`config.mk`:
```
export PLATFORM = sky130hd
export DESIGN_NAME = data_mem_arbiter
export DESIGN_NICKNAME = d
export VERILOG_FILES = /design/src/rtl/dmarb_pkg.sv /design/src/rtl/dmarb_rr_picker.sv /design/src/rtl/data_mem_arbiter.sv
export SDC_FILE = /design/constraint.sdc
export NUM_CORES = 1
export LEC_CHECK = 0
export CORE_ASPECT_RATIO = 1.2
export CORE_MARGIN = 1.5
export CORE_UTILIZATION = 35
export CTS_BUF_LIST = sky130_fd_sc_hd__clkbuf_4
export DETAILED_ROUTE_END_ITERATION = 12
export PLACE_DENSITY = 0.83
export SYNTH_ARGS = -nofsm -noshare
export SYNTH_HDL_FRONTEND = slang
export SYNTH_HIERARCHICAL = 1
export SYNTH_SLANG_ARGS = --single-unit
```
`constraint.sdc`:
```
create_clock -name dmarb_clk -period 1.9 [get_ports dmarb_clk]
set_clock_uncertainty 0.15 [all_clocks]
set_input_delay 0.38 -clock dmarb_clk [delete_from_list [all_inputs] [get_ports dmarb_clk]]
set_output_delay 0.38 -clock dmarb_clk [all_outputs]
set_load 0.005 [all_outputs]
```
`src/rtl/dmarb_pkg.sv`:
```
// Shared definitions for the two-requester data memory arbiter.
package dmarb_pkg;
  localparam int ADDR_W_DEF = 8;
  localparam int DATA_W_DEF = 8;

  localparam logic REQ_CPU = 1'b0;
  localparam logic REQ_DMA = 1'b1;

  typedef struct packed {
    logic                  we;
    logic [ADDR_W_DEF-1:0] addr;
    logic [DATA_W_DEF-1:0] wdata;
    logic                  src;
  } dmarb_cmd_t;
endpackage

```
`src/rtl/dmarb_rr_picker.sv`:
```
// Two-way grant logic with a last-granted pointer, round-robin or fixed priority.
module dmarb_rr_picker
  import dmarb_pkg::*;
#(
  parameter bit RR_EN = 1'b1
) (
  input  logic clk_i,
  input  logic rst_ni,
  input  logic valid0_i,
  input  logic valid1_i,
  output logic grant0_o,
  output logic grant1_o
);
  logic last_q, last_d;

  // On a tie requester 0 wins when requester 1 was granted last (or always, without RR).
  always_comb begin
    grant0_o = valid0_i & (~valid1_i | (RR_EN ? (last_q == REQ_DMA) : 1'b1));
    grant1_o = valid1_i & ~grant0_o;
    last_d   = last_q;
    if (grant0_o)      last_d = REQ_CPU;
    else if (grant1_o) last_d = REQ_DMA;
  end

  always_ff @(posedge clk_i or negedge rst_ni) begin
    if (!rst_ni) last_q <= REQ_DMA;
    else         last_q <= last_d;
  end
endmodule

```
`src/rtl/data_mem_arbiter.sv`:
```
// Arbitrates two requesters onto the single-port data memory and routes read data back.
module data_mem_arbiter
  import dmarb_pkg::*;
#(
  parameter int ADDR_W = ADDR_W_DEF,
  parameter int DATA_W = DATA_W_DEF,
  parameter bit RR_EN  = 1'b1
) (
  input  logic              dmarb_clk,
  input  logic              dmarb_rst_n,
  input  logic              req0_valid,
  input  logic              req0_we,
  input  logic [ADDR_W-1:0] req0_addr,
  input  logic [DATA_W-1:0] req0_wdata,
  output logic              req0_ready,
  output logic              req0_rvalid,
  output logic [DATA_W-1:0] req0_rdata,
  input  logic              req1_valid,
  input  logic              req1_we,
  input  logic [ADDR_W-1:0] req1_addr,
  input  logic [DATA_W-1:0] req1_wdata,
  output logic              req1_ready,
  output logic              req1_rvalid,
  output logic [DATA_W-1:0] req1_rdata,
  output logic [ADDR_W-1:0] mem_address,
  output logic [DATA_W-1:0] mem_data_in,
  output logic              mem_wr_rd,
  input  logic [DATA_W-1:0] mem_data_out
);
  logic       gnt0, gnt1, fire;
  dmarb_cmd_t cmd;

  logic [ADDR_W-1:0] addr_q, addr_d;
  logic [DATA_W-1:0] wdata_q, wdata_d;
  logic              wr_q, wr_d;
  logic              rd_q, rd_d;
  logic              src_q, src_d;
  logic              rv0_q, rv0_d, rv1_q, rv1_d;

  dmarb_rr_picker #(.RR_EN(RR_EN)) u_picker (
    .clk_i    (dmarb_clk),
    .rst_ni   (dmarb_rst_n),
    .valid0_i (req0_valid),
    .valid1_i (req1_valid),
    .grant0_o (gnt0),
    .grant1_o (gnt1)
  );

  always_comb begin
    fire = gnt0 | gnt1;
    if (gnt1) cmd = '{we: req1_we, addr: req1_addr, wdata: req1_wdata, src: REQ_DMA};
    else      cmd = '{we: req0_we, addr: req0_addr, wdata: req0_wdata, src: REQ_CPU};

    // S1: without a fire the port carries a read bubble with address/data held.
    addr_d  = addr_q;
    wdata_d = wdata_q;
    wr_d    = 1'b0;
    rd_d    = 1'b0;
    src_d   = src_q;
    if (fire) begin
      addr_d  = cmd.addr;
      wdata_d = cmd.wdata;
      wr_d    = cmd.we;
      rd_d    = ~cmd.we;
      src_d   = cmd.src;
    end

    // S2: read response tag lines up with the memory's registered read data.
    rv0_d = rd_q & (src_q == REQ_CPU);
    rv1_d = rd_q & (src_q == REQ_DMA);
  end

  always_ff @(posedge dmarb_clk or negedge dmarb_rst_n) begin
    if (!dmarb_rst_n) begin
      addr_q  <= '0;
      wdata_q <= '0;
      wr_q    <= 1'b0;
      rd_q    <= 1'b0;
      src_q   <= REQ_CPU;
      rv0_q   <= 1'b0;
      rv1_q   <= 1'b0;
    end else begin
      addr_q  <= addr_d;
      wdata_q <= wdata_d;
      wr_q    <= wr_d;
      rd_q    <= rd_d;
      src_q   <= src_d;
      rv0_q   <= rv0_d;
      rv1_q   <= rv1_d;
    end
  end

  assign req0_ready  = gnt0;
  assign req1_ready  = gnt1;
  assign mem_address = addr_q;
  assign mem_data_in = wdata_q;
  assign mem_wr_rd   = wr_q;
  assign req0_rvalid = rv0_q;
  assign req1_rvalid = rv1_q;
  assign req0_rdata  = mem_data_out;
  assign req1_rdata  = mem_data_out;
endmodule

```
## Word level (Yosys, flattened, before mapping)

Cells that the tools add are included.

| storage, ports and cells | value |
|---|---|
| bits in registers | 22 |
| bits of input ports | 46 |
| output and inout bits | 37 |
| word-level logic and storage cells | 24 |

| cells by class | value |
|---|---|
| multiplexer cells | 5 |
| bitwise operators | 10 |
| reduce and logical (&&, ||, !) cells | 1 |

Operators by type and width:

| cell | number |
|---|---|
| two-way mux 18 bit | 1 |
| bitwise AND 1 bit | 4 |
| two-way mux 1 bit | 4 |
| inverter 1 bit | 4 |
| bitwise OR 1 bit | 2 |
| nonzero test 2 bit | 1 |

## Logic depth before layout (Yosys ltp)

Gate-level depths: netlist of run 1.

| logic depth | value |
|---|---|
| depth in word-level cells | 8 |
| depth in mapped cells | 6 |
| gate-level depth less buffers | 4 |

## Modules after synthesis

Netlist of run 1, hierarchy kept.

By module, submodules not included:

| module | instances | cells an instance | area each (um^2) | sequential area each (um^2) |
|---|---|---|---|---|
| data_mem_arbiter | 1 | 101 | 1046.0 | 525.5 |
| dmarb_rr_picker | 1 | 6 | 53.8 | 26.3 |

## Least setup slack after synthesis of run 1

OpenSTA, ideal clock, no wires.

| path | value |
|---|---|
| path type | register to register |
| from | reg u_picker.last_q |
| to | reg addr_q[4] (netlist: mem_address[4]) |
| setup time | 131 ps |
| data arrival time | 1340 ps |
| data required time | 1619 ps |
| path slack | 279 ps |
| cell stages (with the launch flop) | 7 |
| path buffers | 2 |
| period minus slack after synthesis | 1621 ps |
| cells stage by stage | dfstp_2 inv_1 a21boi_1 buf_6 buf_12 mux2i_1 o21ai_1 |

| on the way | value |
|---|---|
| cells in the longest elaborated chain, start to end | 5 |
| elaborated cells on any way between the ends | 6 |
| those cells by class | mux (1); bitwise (5) |

RTL lines:

| item | RTL line | text |
|---|---|---|
| from (decl) | dmarb_rr_picker.sv:14 | `logic last_q, last_d;` |
| from (signal assigned) | dmarb_rr_picker.sv:27 | `else last_q <= last_d;` |
| bitwise OR 1 bit (*) | dmarb_rr_picker.sv:18 | `grant0_o = valid0_i & (~valid1_i \| (RR_EN ? (last_q == REQ_DMA) : 1'b1));` |
| bitwise AND 1 bit (*) | dmarb_rr_picker.sv:18 |  |
| named net req0_ready | data_mem_arbiter.sv:15 | `output logic req0_ready,` |
| inverter 1 bit | dmarb_rr_picker.sv:19 | `grant1_o = valid1_i & ~grant0_o;` |
| bitwise AND 1 bit | dmarb_rr_picker.sv:19 |  |
| two-way mux 18 bit or bitwise OR 1 bit (tied branches) | data_mem_arbiter.sv:51, data_mem_arbiter.sv:50 |  |
| to (signal assigned) | data_mem_arbiter.sv:83 | `addr_q <= addr_d;` |
| to (decl) | data_mem_arbiter.sv:33 | `logic [ADDR_W-1:0] addr_q, addr_d;` |

The timed path passes the listed nets; every way through them passes the cells marked *.
A chain may end at the register's enable or synchronous reset.

## Final worst setup path of run 1

| path | value |
|---|---|
| from | reg u_picker.last_q |
| to | out req0_ready |

| on the way | value |
|---|---|
| cells in the longest elaborated chain, start to end | 2 |

RTL lines:

| item | RTL line |
|---|---|
| bitwise OR 1 bit | dmarb_rr_picker.sv:18 |
| bitwise AND 1 bit | dmarb_rr_picker.sv:18 |
| to (decl) | data_mem_arbiter.sv:15 |

Every way passes these cells.

==> impl_metrics.toml, run 1 <==
[outcome]
status = "finished, final reports clean"

[floorplan]
die_h_um = 64.4
start_util_pct = 36.3
ios = 83
rows = 22
core-area_um2 = 3030
die_w_um = 54.2
die_area_um2 = 3490

[clock_tree]
cts_buffers = 3
clockBufferDepth = 2
clk_pin_slew_ps = 120
htree_levels = 1
ctsHoldBuffers = 0
cts_tree = "done"
cts-root-buf = "clkbuf_4"
clkLatencyLatePin_ps = 300
cts_sinks = 22

[worst_setup_path]
cpMaxStageDelayCell = "dfstp_2"
crit_arrival_ps = 1280
worst_setup_path_end_kind = "output pin"
crit_start = "u_picker/last_q$_DFFE_PN1P_"
worst_ep_required_time_ps = 1370
critPathBufInv = 2
critPathTopFamily = "flip-flops"
cp_cell_sequence = "inv_1 -> a21boi_2 -> dlygate4sd2_1"
start_kind = "register"
crit_cells = 3
ff2ff_setup_slack_ps = 210
r2r-start = "u_picker/last_q$_DFFE_PN1P_"
critPathMaxStageDelay_ps = 550
worstSetupPathType = "register to output pin"
worstPathMaxFanout = 2
r2r_cells = 5

[power]
peakVddDrop_mv = 0.393
p_leak_nw = 0.706
power_density_nw_per_um2 = 707
power.total_mw = 1.14

[synth]
syn_inst = 107
yosys.area_share.simple_pct = 7.85
synth_mux_area_share_pct = 14.6
synthAdderAreaFrac_pct = 0
synth_area_per_cell_um2 = 10.3
synth_compound_gate_area_share_pct = 10.6
synthXorXnorAreaFrac_pct = 0
synth-seq-cells = 22
synth_top_family_by_area = "buffers and inverters"
seq_area_frac_synth_pct = 50.2
yosysUniqueCellTypes = 20
syn_nets = 153
yosys_warnings = 6
synth_area_um2 = 1100

[placement]
dpl.cell_count = 182
io_buffer_count = 58
post-place-ws_ps = -254
globalplace.congestion = 0.658
dpl.hpwl_um = 1920

[global_route]
grt_max_degree = 36
overflow = 0
grt_pass1_wl_um = 4020
grt_pass1_vias = 964
grtUsageTotal_pct = 15.9
antenna_found_initial = 0

[route]
wl_per_cell_um = 13.4
dr.pass1.iters = 4
drc = 0
vias = 902
vias_per_cell = 4.82
ant_nets = 0
finalWirelength_um = 2510
first_iter_violations = 15

[layout]
final_layout_size_suffix_gt1_share_pct = 6.62
fin_util_pct = 53.3
final_net_count = 198
seqCellArea_um2 = 552
fill_cells = 282
stdcell_count = 187
synthToLayoutAreaGrowth_pct = 46.8
num_antenna_cells = 0
multi_input_area_um2 = 370

[timing]
worst_pin_slew_ps = 310
final_max_slew_viol_count = 0
hold_viol_final = 0
finalSetupTns_ps = 0
fin_ws_ps = 89.4
clock.fmax_ghz = 0.552
fin_crit_ps = 1810
slew-limit-headroom_pct = 79.3
rsz0062_at_grt = "false"
finalSetupViolations = 0
post-route-period-util_pct = 95.3

[worst_hold_path]
hold_path_class = "input pin to register"
hold-path-cell-count = 2
hold_start = "req0_valid"

[flow_run]
max_cap_violations = 0
[registers in the layout (all words and copies together) (netlist names)]
| signal | count |
|---|---|
| mem_address | 8 |
| mem_data_in | 8 |
| req0_rvalid | 1 |
| req1_rvalid | 1 |
| u_picker/last_q | 1 |
| rd_q | 1 |
| src_q | 1 |
| mem_wr_rd | 1 |
[what timing repair did]
action | in CTS | in global routing
endpoints found under the setup margin | 2 | 0
gates resized for setup | 4 | 0
buffers inserted | 1 | 0
[logic make-up (layout without fill, tap and decap cells)]
family | count (synthesis) | after routing
AOI/OAI and AO/OA | 22 | 22
and+or+nand+nor | 21 | 21
DFF | 22 | 22
muxes | 16 | 16
buffers and inverters | 26 | 70
[worst register-to-register path: stages, from the launching register on]
cell and delay [ps]:
dfstp_2 550, inv_1 50, a21boi_2 140, buf_4 310, mux2i_1 250, o21ai_0 110
[Yosys cell counts (all sizes together)]
cell type | instances | area share (%)
mux2i | 16 | 15
o22ai | 1 | 0.57
buf | 21 | 15
nand2 | 17 | 5.8
inv | 4 | 1.4
nor2 | 1 | 0.34
dfstp | 1 | 2.4
a21boi | 2 | 1.4
nand2b | 1 | 0.57
o21ai | 18 | 8.2
and2 | 1 | 0.57
nor2b | 1 | 0.57
a21oi | 1 | 0.45
clkbuf | 1 | 0.34
dfrtp | 21 | 48
[area by class of cell]
cell class / instances / share of cell area, %
repair buffers: 62 / 37.5
flip-flops and latches: 22 / 34.2
multi-input cells: 59 / 22.9
well taps: 36 / 2.79
clock buffers: 3 / 1.40
inverters: 4 / 0.930
clock inverters: 1 / 0.233
[path summary, 6_finish.rpt]
check | end
min | u_picker/last_q$_DFFE_PN1P_
max reg2reg | mem_data_in[7]$_DFFE_PN0P_
min reg2reg | req0_rvalid$_DFF_PN0_
max in group asynchronous | u_picker/last_q$_DFFE_PN1P_
max | req0_ready
min in group asynchronous | req0_rvalid$_DFF_PN0_
[cell usage in the layout (no fill, tap or decap)]
| master | count |
|---|---|
| clkinv_1 | 1 |
| a21oi_1 | 1 |
| dfrtp_1 | 21 |
| nand2b_1 | 1 |
| dlygate4sd2_1 | 4 |
| clkbuf_4 | 3 |
| nor2_1 | 1 |
| dfstp_2 | 1 |
| and2_1 | 1 |
| o22ai_1 | 1 |
| o21ai_1 | 9 |
| mux2i_1 | 16 |
| buf_4 | 4 |
| nand2_1 | 17 |
| o21ai_0 | 9 |
| a21boi_2 | 2 |
| clkdlybuf4s50_1 | 54 |
| inv_1 | 4 |
| nor2b_1 | 1 |
[power by group]
group | internal, mW | total (mW) | switching, mW
clock network | 0.0764 | 0.207 | 0.131
registers | 0.538 | 0.572 | 0.0344
logic | 0.232 | 0.362 | 0.130
[metrics by stage]
step	hold WS, ps	area (um^2)
floorplan	-65.6	1100
global placement	276	1590
detailed placement	286	1590
CTS	233	1610
global route	239	1610
finish	254	1610
[per-layer routing]
| layer | vias up | GRT usage, % | wire, um |
|---|---|---|---|
| li1 | 426 | - | - |
| met1 | 419 | 15.7 | 917 |
| met2 | 44 | 28.6 | 1280 |
| met3 | 13 | 2.57 | 225 |
| met4 | 0 | 10.6 | 83 |
| met5 | - | 0 | 0 |
Power figures use the tool's default switching activity.
==> inputs of run 2 (changes only) <==
- ABC_AREA: not set -> 1
==> impl_metrics.toml, run 2 <==
[synth]
yosysUniqueCellTypes = 17
seq_area_frac_synth_pct = 49.8
yosysTopAreaCellShare_pct = 47.4
synthArstFlopShare_pct = 100
yosysTopAreaCell = "dfrtp_1"
synth_area_per_cell_um2 = 8.80
syn_nets = 172
synth-edff-count = 0
ys_top_cells_by_count = "nand2_1, nand3_1, dfrtp_1"
synthFlopType = "dfrtp_1"
synth.most_common_cell = "nand2_1"
synth_area_leaders = "dfrtp_1, nand3_1, nand2_1, buf_4, dfstp_2"
synth_area_um2 = 1110
syn_inst = 126
yosys_warnings = 6
synth-seq-cells = 22

[route]
first_iter_violations = 19
finalWirelength_um = 2630
ant_nets = 0
drc = 0
vias_per_cell = 4.81
vias = 1010
dr.pass1.iters = 4
wl_per_cell_um = 12.5

[floorplan]
start_util_pct = 36.6
die_w_um = 54.4
core-area_um2 = 3030
rows = 22
die_h_um = 64.7
die_area_um2 = 3520
ios = 83

[worst_setup_path]
start_kind = "register"
worstSetupPathType = "register to output pin"
cp_cell_sequence = "inv_1 -> a21boi_2 -> clkdlybuf4s15_1"
crit_arrival_ps = 1290
critPathMaxStageDelay_ps = 550
cpMaxStageDelayCell = "dfstp_2"
worst_setup_path_end_kind = "output pin"
worst_ep_required_time_ps = 1370
worstPathMaxFanout = 3

[placement]
dpl.hpwl_um = 1970
io_buffer_count = 58
dpl.cell_count = 202
post-place-ws_ps = -248
globalplace.congestion = 0.665

[layout]
num_antenna_cells = 0
fin_util_pct = 54.6
layout_common_cells = "clkdlybuf4s50_1, nand2_1, nand3_1, dfrtp_1, buf_4"
final_net_count = 221
stdcell_count = 210
final_common_cell = "clkdlybuf4s50_1"
seqCellArea_um2 = 552
multi_input_area_um2 = 372
synthToLayoutAreaGrowth_pct = 49.1
fill_cells = 293
final_layout_size_suffix_gt1_share_pct = 9.77

[clock_tree]
cts-root-buf = "clkbuf_4"
clkLatencyLatePin_ps = 290
ctsHoldBuffers = 0
htree_levels = 1
cts_sinks = 22
cts_tree = "done"
clk_pin_slew_ps = 120
cts_buffers = 3
clockBufferDepth = 2

[timing]
rsz0062_at_grt = "false"
fin_crit_ps = 1820
post-route-period-util_pct = 95.8
hold_viol_final = 0
final_max_slew_viol_count = 0
clock.fmax_ghz = 0.549
fin_ws_ps = 80.1
worst_pin_slew_ps = 276
whs_ps = 274
finalSetupViolations = 0
slew-limit-headroom_pct = 81.6

[power]
sw_frac_of_total_pct = 27.0
p_leak_nw = 0.761
p_comb_share_pct = 32.4
peakVddDrop_mv = 0.351
p_seq_share_pct = 49.7
p_sw_uw = 312
power_density_nw_per_um2 = 699
p_int_uw = 843
p_clk_share_pct = 17.9

[outcome]
status = "finished, final reports clean"

[worst_hold_path]
hold_path_class = "input pin to async pin"

[global_route]
grt_pass1_wl_um = 3950
antenna_found_initial = 0
grt_max_degree = 23
grt_pass1_vias = 959
grtUsageTotal_pct = 15.3
overflow = 0

[flow_run]
max_cap_violations = 0
## run 2: cell types whose count changed after synthesis, moves of 2 or more
cell	delta
buf_4	+2
o21ai_0	-8
nand2_1	+22
mux2i_1	-16
buf_2	-2
o21ai_1	-9
nand3_1	+31
## run 2: area by class of cell
type,count,share of cell area (%)
repair buffers,66,38.8
flip-flops and latches,22,33.4
multi-input cells,78,22.5
well taps,36,2.73
clock buffers,3,1.36
inverters,4,1.06
clock inverters,1,0.227
## run 2: final timing paths
check / cells after the start / to / from / slack [ps]
worst max-delay path: 3 / req0_ready / u_picker/last_q$_DFFE_PN1P_ / 80
worst min-delay path: 2 / mem_address[6]$_DFFE_PN0P_ / dmarb_rst_n / 270
worst max register to register: 8 / mem_data_in[7]$_DFFE_PN0P_ / u_picker/last_q$_DFFE_PN1P_ / 130
worst min register to register: 1 / req0_rvalid$_DFF_PN0_ / src_q$_DFFE_PN0P_ / 320
max in group asynchronous: 2 / u_picker/last_q$_DFFE_PN1P_ / dmarb_rst_n / 1050
min in group dmarb_clk: 2 / u_picker/last_q$_DFFE_PN1P_ / req0_valid / 290
## run 2: power by group through the flow
stage,clock network [mW],logic [mW],registers (mW)
2_1_floorplan,0,0.158,0.585
3_3_place_gp,0,0.361,0.579
3_5_place_dp,0,0.372,0.584
4_1_cts,0.224,0.377,0.574
5_1_grt,0.246,0.410,0.582
6_report,0.207,0.374,0.574
## run 2: cells by family (layout without fill, tap and decap cells)
kind of cell,Yosys count,count (layout),share of synthesized area (%)
buf+inv,26,74,17.4
flops,22,22,49.8
simple gates,74,74,30.6
compound gates,4,4,2.26
## run 2: what timing repair did
action | in CTS | in global routing
setup buffers | 3 | 1
pin swaps | 0 | 1
setup endpoints to repair | 2 | 4
endpoints found under the hold margin | 0 | 0
gates resized for setup | 3 | 4
## run 2: routing by layer
layer / vias to the layer above / share of wire, % / GRT usage, %
met5: - / 0 / 0
met4: 0 / 1.1 / 7.50
met3: 2 / 6.8 / 2.76
met2: 40 / 55 / 29.1
met1: 479 / 37 / 14.7
li1: 489 / - / -
## run 2: per-stage QoR
| step | TNS [ps] | power, mW | cell area [um^2] |
|---|---|---|---|
| floorplan | 0 | 0.743 | 1110 |
| global placement | -2200 | 0.940 | 1590 |
| detailed placement | -3920 | 0.955 | 1590 |
| CTS | 0 | 1.17 | 1640 |
| global route | 0 | 1.24 | 1650 |
| finish | 0 | 1.15 | 1650 |
## run 2: critical path, delay by kind of cell, from the launching register on
kind / cells / cell delay [ps]
AOI/OAI and AO/OA: 1 / 160
buffers and inverters: 2 / 290
DFF: 1 / 550
==> inputs of run 3 (changes only) <==
- TNS_END_PERCENT: not set -> 5
==> impl_metrics.toml, run 3 (synthesis results as in run 2) <==
[placement]
dpl.cell_count = 202
globalplace.congestion = 0.665
placed_area_um2 = 1590
io_buffer_count = 58
dpl.hpwl_um = 1970

[worst_setup_path]
r2r_end = "mem_data_in[7]$_DFFE_PN0P_"
critPathBufInv = 2
critPathMaxStageDelay_ps = 550
start_kind = "register"
crit_end = "req0_ready"
cp_cell_sequence = "inv_1 -> a21boi_2 -> dlygate4sd2_1"
crit_start = "u_picker/last_q$_DFFE_PN1P_"
worst_ep_required_time_ps = 1370
worstSetupPathType = "register to output pin"
critPathTopFamily = "flip-flops"
r2r-start = "u_picker/last_q$_DFFE_PN1P_"
ff2ff_setup_slack_ps = 140
worstPathMaxFanout = 3
worst_setup_path_end_kind = "output pin"
r2r_cells = 7
cpMaxStageDelayCell = "dfstp_2"
crit_cells = 3
crit_arrival_ps = 1310

[timing]
hold_viol_final = 0
slew-limit-headroom_pct = 81.6
fin_crit_ps = 1840
post-route-period-util_pct = 97.0
rsz0062_at_grt = "true"
worst_pin_slew_ps = 276
finalSetupViolations = 0
clock.fmax_ghz = 0.543
final_max_slew_viol_count = 0
whs_ps = 275

[floorplan]
die_area_um2 = 3520
core-area_um2 = 3030
die_h_um = 64.7
start_util_pct = 36.6
die_w_um = 54.4
rows = 22
ios = 83

[layout]
fill_cells = 294
multi_input_area_um2 = 372
final_common_cell = "clkdlybuf4s50_1"
stdcell_count = 209
num_antenna_cells = 0
layout_common_cells = "clkdlybuf4s50_1, nand2_1, nand3_1, dfrtp_1, buf_4"
final_layout_size_suffix_gt1_share_pct = 9.25
seqCellArea_um2 = 552
finalInstanceArea_um2 = 1640
final_net_count = 220
synthToLayoutAreaGrowth_pct = 48.3

[route]
vias = 1002
drc = 0
wl_per_cell_um = 12.5
ant_nets = 0
dr.pass1.iters = 4
finalWirelength_um = 2610
first_iter_violations = 21
vias_per_cell = 4.79

[clock_tree]
cts_buffers = 3
clkLatencyLatePin_ps = 290
clockBufferDepth = 2
cts-root-buf = "clkbuf_4"
clk_pin_slew_ps = 120
ctsHoldBuffers = 0
cts_tree = "done"
htree_levels = 1
cts_sinks = 22

[power]
peakVddDrop_mv = 0.352
p_leak_nw = 0.758
power.total_mw = 1.15
power_density_nw_per_um2 = 700

[global_route]
antenna_found_initial = 0
grt_pass1_wl_um = 3950
grt_max_degree = 23
grt_pass1_vias = 959
grtUsageTotal_pct = 15.3
overflow = 0

[flow_run]
max_cap_violations = 0

[worst_hold_path]
hold_path_class = "input pin to async pin"

[outcome]
status = "finished, final reports clean"
-- run 3: changes by cell type in the layout (fill, tap and decap cells not counted) --
cell and delta:
buf_4 -1, clkdlybuf4s15_1 -1, dlygate4sd2_1 +1
-- run 3: how the worst min path moves through the flow --
stage	from	depth (start not counted)	slack (ps)	end
floorplan	dmarb_rst_n	0	-70	mem_address[0]$_DFFE_PN0P_
global placement	src_q$_DFFE_PN0P_	1	280	req0_rvalid$_DFF_PN0_
detailed placement	src_q$_DFFE_PN0P_	1	300	req0_rvalid$_DFF_PN0_
CTS	dmarb_rst_n	2	270	mem_address[6]$_DFFE_PN0P_
global route	req0_valid	2	290	u_picker/last_q$_DFFE_PN1P_
finish	dmarb_rst_n	2	270	mem_address[6]$_DFFE_PN0P_
-- run 3: per-stage QoR --
stage	utilization [%]	setup WS (ps)	TNS, ps
global route	54.3	-24.2	-24.2
global placement	52.6	-202	-2200
finish	54.3	57.3	0
detailed placement	52.6	-248	-3920
floorplan	-	412	0
CTS	54.1	11.0	0
-- run 3: what timing repair did --
item / in CTS / in global routing
gates cloned: 0 / 0
setup buffers: 3 / 0
gates resized for setup: 3 / 3
setup endpoints to repair: 2 / 4
-- run 3: final cells by class --
cell class | count | area share (%)
repair buffers | 65 | 38.4
flip-flops and latches | 22 | 33.6
multi-input cells | 78 | 22.6
well taps | 36 | 2.74
clock buffers | 3 | 1.37
inverters | 4 | 1.07
clock inverters | 1 | 0.228
-- run 3: per-layer routing --
metal	GRT usage, %	part of all wire, %	vias up
met5	0	0	-
met4	7.50	1.1	0
met3	2.76	6.9	2
met2	29.1	55	40
met1	14.7	37	475
li1	-	-	485
-- run 3: power breakdown --
part	leakage (nW)	internal, mW	switching, mW
Clock	0.0154	0.0764	0.130
Combinational	0.473	0.226	0.145
Sequential	0.269	0.538	0.0357
==> variant: new RTL, config.mk and constraints of run 1 <==
Set the package constant `DATA_W_DEF` to 10 (it was 8).
--- a/src/rtl/dmarb_pkg.sv
+++ b/src/rtl/dmarb_pkg.sv
@@ -1,7 +1,7 @@
 // Shared definitions for the two-requester data memory arbiter.
 package dmarb_pkg;
   localparam int ADDR_W_DEF = 8;
-  localparam int DATA_W_DEF = 8;
+  localparam int DATA_W_DEF = 10;
 
   localparam logic REQ_CPU = 1'b0;
   localparam logic REQ_DMA = 1'b1;
Ports: changed (6 resized); port bits go from 83 to 95. No check against the original RTL was run, so the function may have changed too.
==> variant against run 1 <==
Sequential cell count is 2 higher. Final cell count is 8.0% higher. Critical endpoint is now req1_ready. Combinational power is 11% higher. Synthesized cell count is 11% higher. Design area is 9.3% higher. Total power is 9.2% higher. Die area is 10% higher. Area after synthesis is 11% higher. Hold slack worse by 0.026 ns. Setup slack better by 0.026 ns. Wire length is 13% higher.
==> variant: results (changes against run 1) <==
** STA
- Slew headroom :: 0.7638 (-0.02951)
- The final hold slack was 0.2289 ns (-0.02554 ns).

** Global route
- Overall global routing resource usage :: 0.1621 (+0.002718)
- The initial antenna violation count was 0 (unchanged).
- Global-route wire length before repair :: 4781 microns (+19%)
- Number of global-route vias before repair :: 1079 (+12%)
- The pin count of the biggest net entering global routing is 40 (+11%).

** Yosys
- By count the netlist is led by 23 x sky130_fd_sc_hd__buf_4, 23 x sky130_fd_sc_hd__dfrtp_1, 19 x sky130_fd_sc_hd__nand2_1, 19 x sky130_fd_sc_hd__o21ai_1, 18 x sky130_fd_sc_hd__mux2i_1.
- Yosys synthesis warning count :: 6 (unchanged)
- Net count after synthesis :: 171 (+12%)
- Fraction of registers with async set or reset after synthesis :: 1.000 (unchanged)
- In the synthesized netlist the dominant register cell turns out to be sky130_fd_sc_hd__dfrtp_1.
- Largest cells by area after synthesis :: sky130_fd_sc_hd__dfrtp_1 47%, sky130_fd_sc_hd__mux2i_1 15%, sky130_fd_sc_hd__buf_4 14%
- The unique cell type count in the Yosys netlist came to 18 (-10%).
- Fraction of the yosys area taken by sequential cells :: 0.4949 (-0.006851)

** Clock tree
- The clock-pin slew on the worst setup and hold paths is 0.12 ns (about the same).
- Clock tree root driver cell :: sky130_fd_sc_hd__clkbuf_4
- The depth of the CTS H-tree is 1 (unchanged).
- Buffer depth of the longest clock path :: 2 (unchanged)
- The insertion delay to the later sink of the worst-skew pair came to 0.30 ns (about the same).
- The number of CTS-inserted buffers came to 3 (unchanged).

** Route
- The number of DRC markers after the initial detailed-route iteration is 36 (+21).
- The first-pass detailed-route iteration total is 4 (unchanged).
- The average via count per standard cell came to 4.827 (about the same).
- The routed wire length was 2838 microns (+13%).

** Place
- The placer congestion estimate is 0.6683 (+1.5%).
- Number of port buffers :: 64 (+10%)
- The half-perimeter wire length after detailed placement is 2200 microns (+14%).

** Power and ir drop
- Reported leakage power :: 0.7745 nW (+9.8%)
- Worst voltage drop across the vdd grid :: 0.4991 mV (+27%)

** Final layout
- The antenna cell count is 0 (unchanged).
- Layout cell share with drive strength beyond 1 :: 0.06667 (+0.0004415)
- The number of filler instances in the final layout was 310 (+9.9%).
- The post-layout net count was 218 (+10%).
- Max FFs per register :: 10

** Worst hold path
- The worst hold path belongs to the class in -> reg.
- Worst hold path cell count :: 3 (+1)
- Terminating pin of the worst hold path :: u_picker/last_q$_DFFE_PN1P_
- Worst hold start :: req1_valid

** Setup path
- In this run the critical register-to-register path is launched from u_picker/last_q$_DFFE_PN1P_.
- The worst register-to-register path ends at mem_data_in[2]$_DFFE_PN0P_.
- The highest net fanout along the worst path is 3 (+1).
- R2R depth :: 5 (unchanged)
- Setup slack on the worst flop-to-flop path :: 0.15 ns (-0.06 ns)

** Status
- Outcome :: finished, final reports clean
[variant: cell count changes after synthesis, sizes merged]
| cell | before | now |
|---|---|---|
| dfrtp | 21 | 23 |
| buf | 21 | 25 |
| mux2i | 16 | 18 |
| nand2 | 17 | 19 |
| o21ai | 18 | 20 |
[variant: worst max-delay path, stage by stage]
cell and delay [ns]:
sky130_fd_sc_hd__clkdlybuf4s50_1 0.46, sky130_fd_sc_hd__a21boi_2 0.17, sky130_fd_sc_hd__dlygate4sd2_1 0.25
[variant: per-layer routing]
layer / global-route usage / part of all wire
met1: 0.1649 / 0.35
met3: 0.04023 / 0.098
met5: 0 / 0
met2: 0.3125 / 0.53
met4: 0.07267 / 0.014
[variant: logic make-up (layout without fill, tap and decap cells)]
family,after synthesis,after routing,synth area share
compound gates,24,24,0.1039
flops,24,24,0.4949
simple gates,23,23,0.07717
buf+inv,30,76,0.1759
mux,18,18,0.1481
[variant: cell type report]
type | count | share of cell area
well taps | 37 | 0.02624
clock buffers | 3 | 0.01277
repair buffers | 68 | 0.3780
clock inverters | 1 | 0.002128
inverters | 4 | 0.008511
multi-input cells | 65 | 0.2312
flip-flops and latches | 24 | 0.3411
[variant: power breakdown]
part	internal (mW)	switching, mW
Sequential	0.587	0.0418
Combinational	0.257	0.145
Clock	0.0765	0.139
Total	0.921	0.326
[variant: metrics by stage]
| step | worst slack (ns) | cell area [sq um] | total power [mW] | utilization | cells |
|---|---|---|---|---|---|
| final | 0.1157 | 1764 | 1.247 | 0.5285 | 202 |
| after global routing | 0.008740 | 1764 | 1.331 | 0.5285 | 202 |
| after CTS | 0.002110 | 1765 | 1.272 | 0.5289 | 202 |
| after detailed placement | -0.2598 | 1734 | 1.048 | 0.5195 | 197 |
| after global placement | -0.2031 | 1734 | 1.026 | 0.5195 | 197 |
| after floorplan | 0.3235 | 1216 | 0.8140 | - | 119 |
[variant: worst max path at each step]
| stage | from | endpoint | depth (start not counted) |
|---|---|---|---|
| global placement | req0_valid | req0_ready | 3 |
| global route | u_picker/last_q$_DFFE_PN1P_ | mem_data_in[2]$_DFFE_PN0P_ | 5 |
| CTS | u_picker/last_q$_DFFE_PN1P_ | req0_ready | 3 |
| detailed placement | req0_valid | req0_ready | 3 |
| floorplan | u_picker/last_q$_DFFE_PN1P_ | mem_address[4]$_DFFE_PN0P_ | 5 |
| finish | req0_valid | req1_ready | 3 |
[variant: timing repair]
| action | in CTS | in global routing |
|---|---|---|
| pin swaps | 0 | 0 |
| hold buffers | 0 | 0 |
| buffers inserted | 1 | 0 |
| setup endpoints to repair | 2 | 2 |
| resized for setup | 2 | 3 |
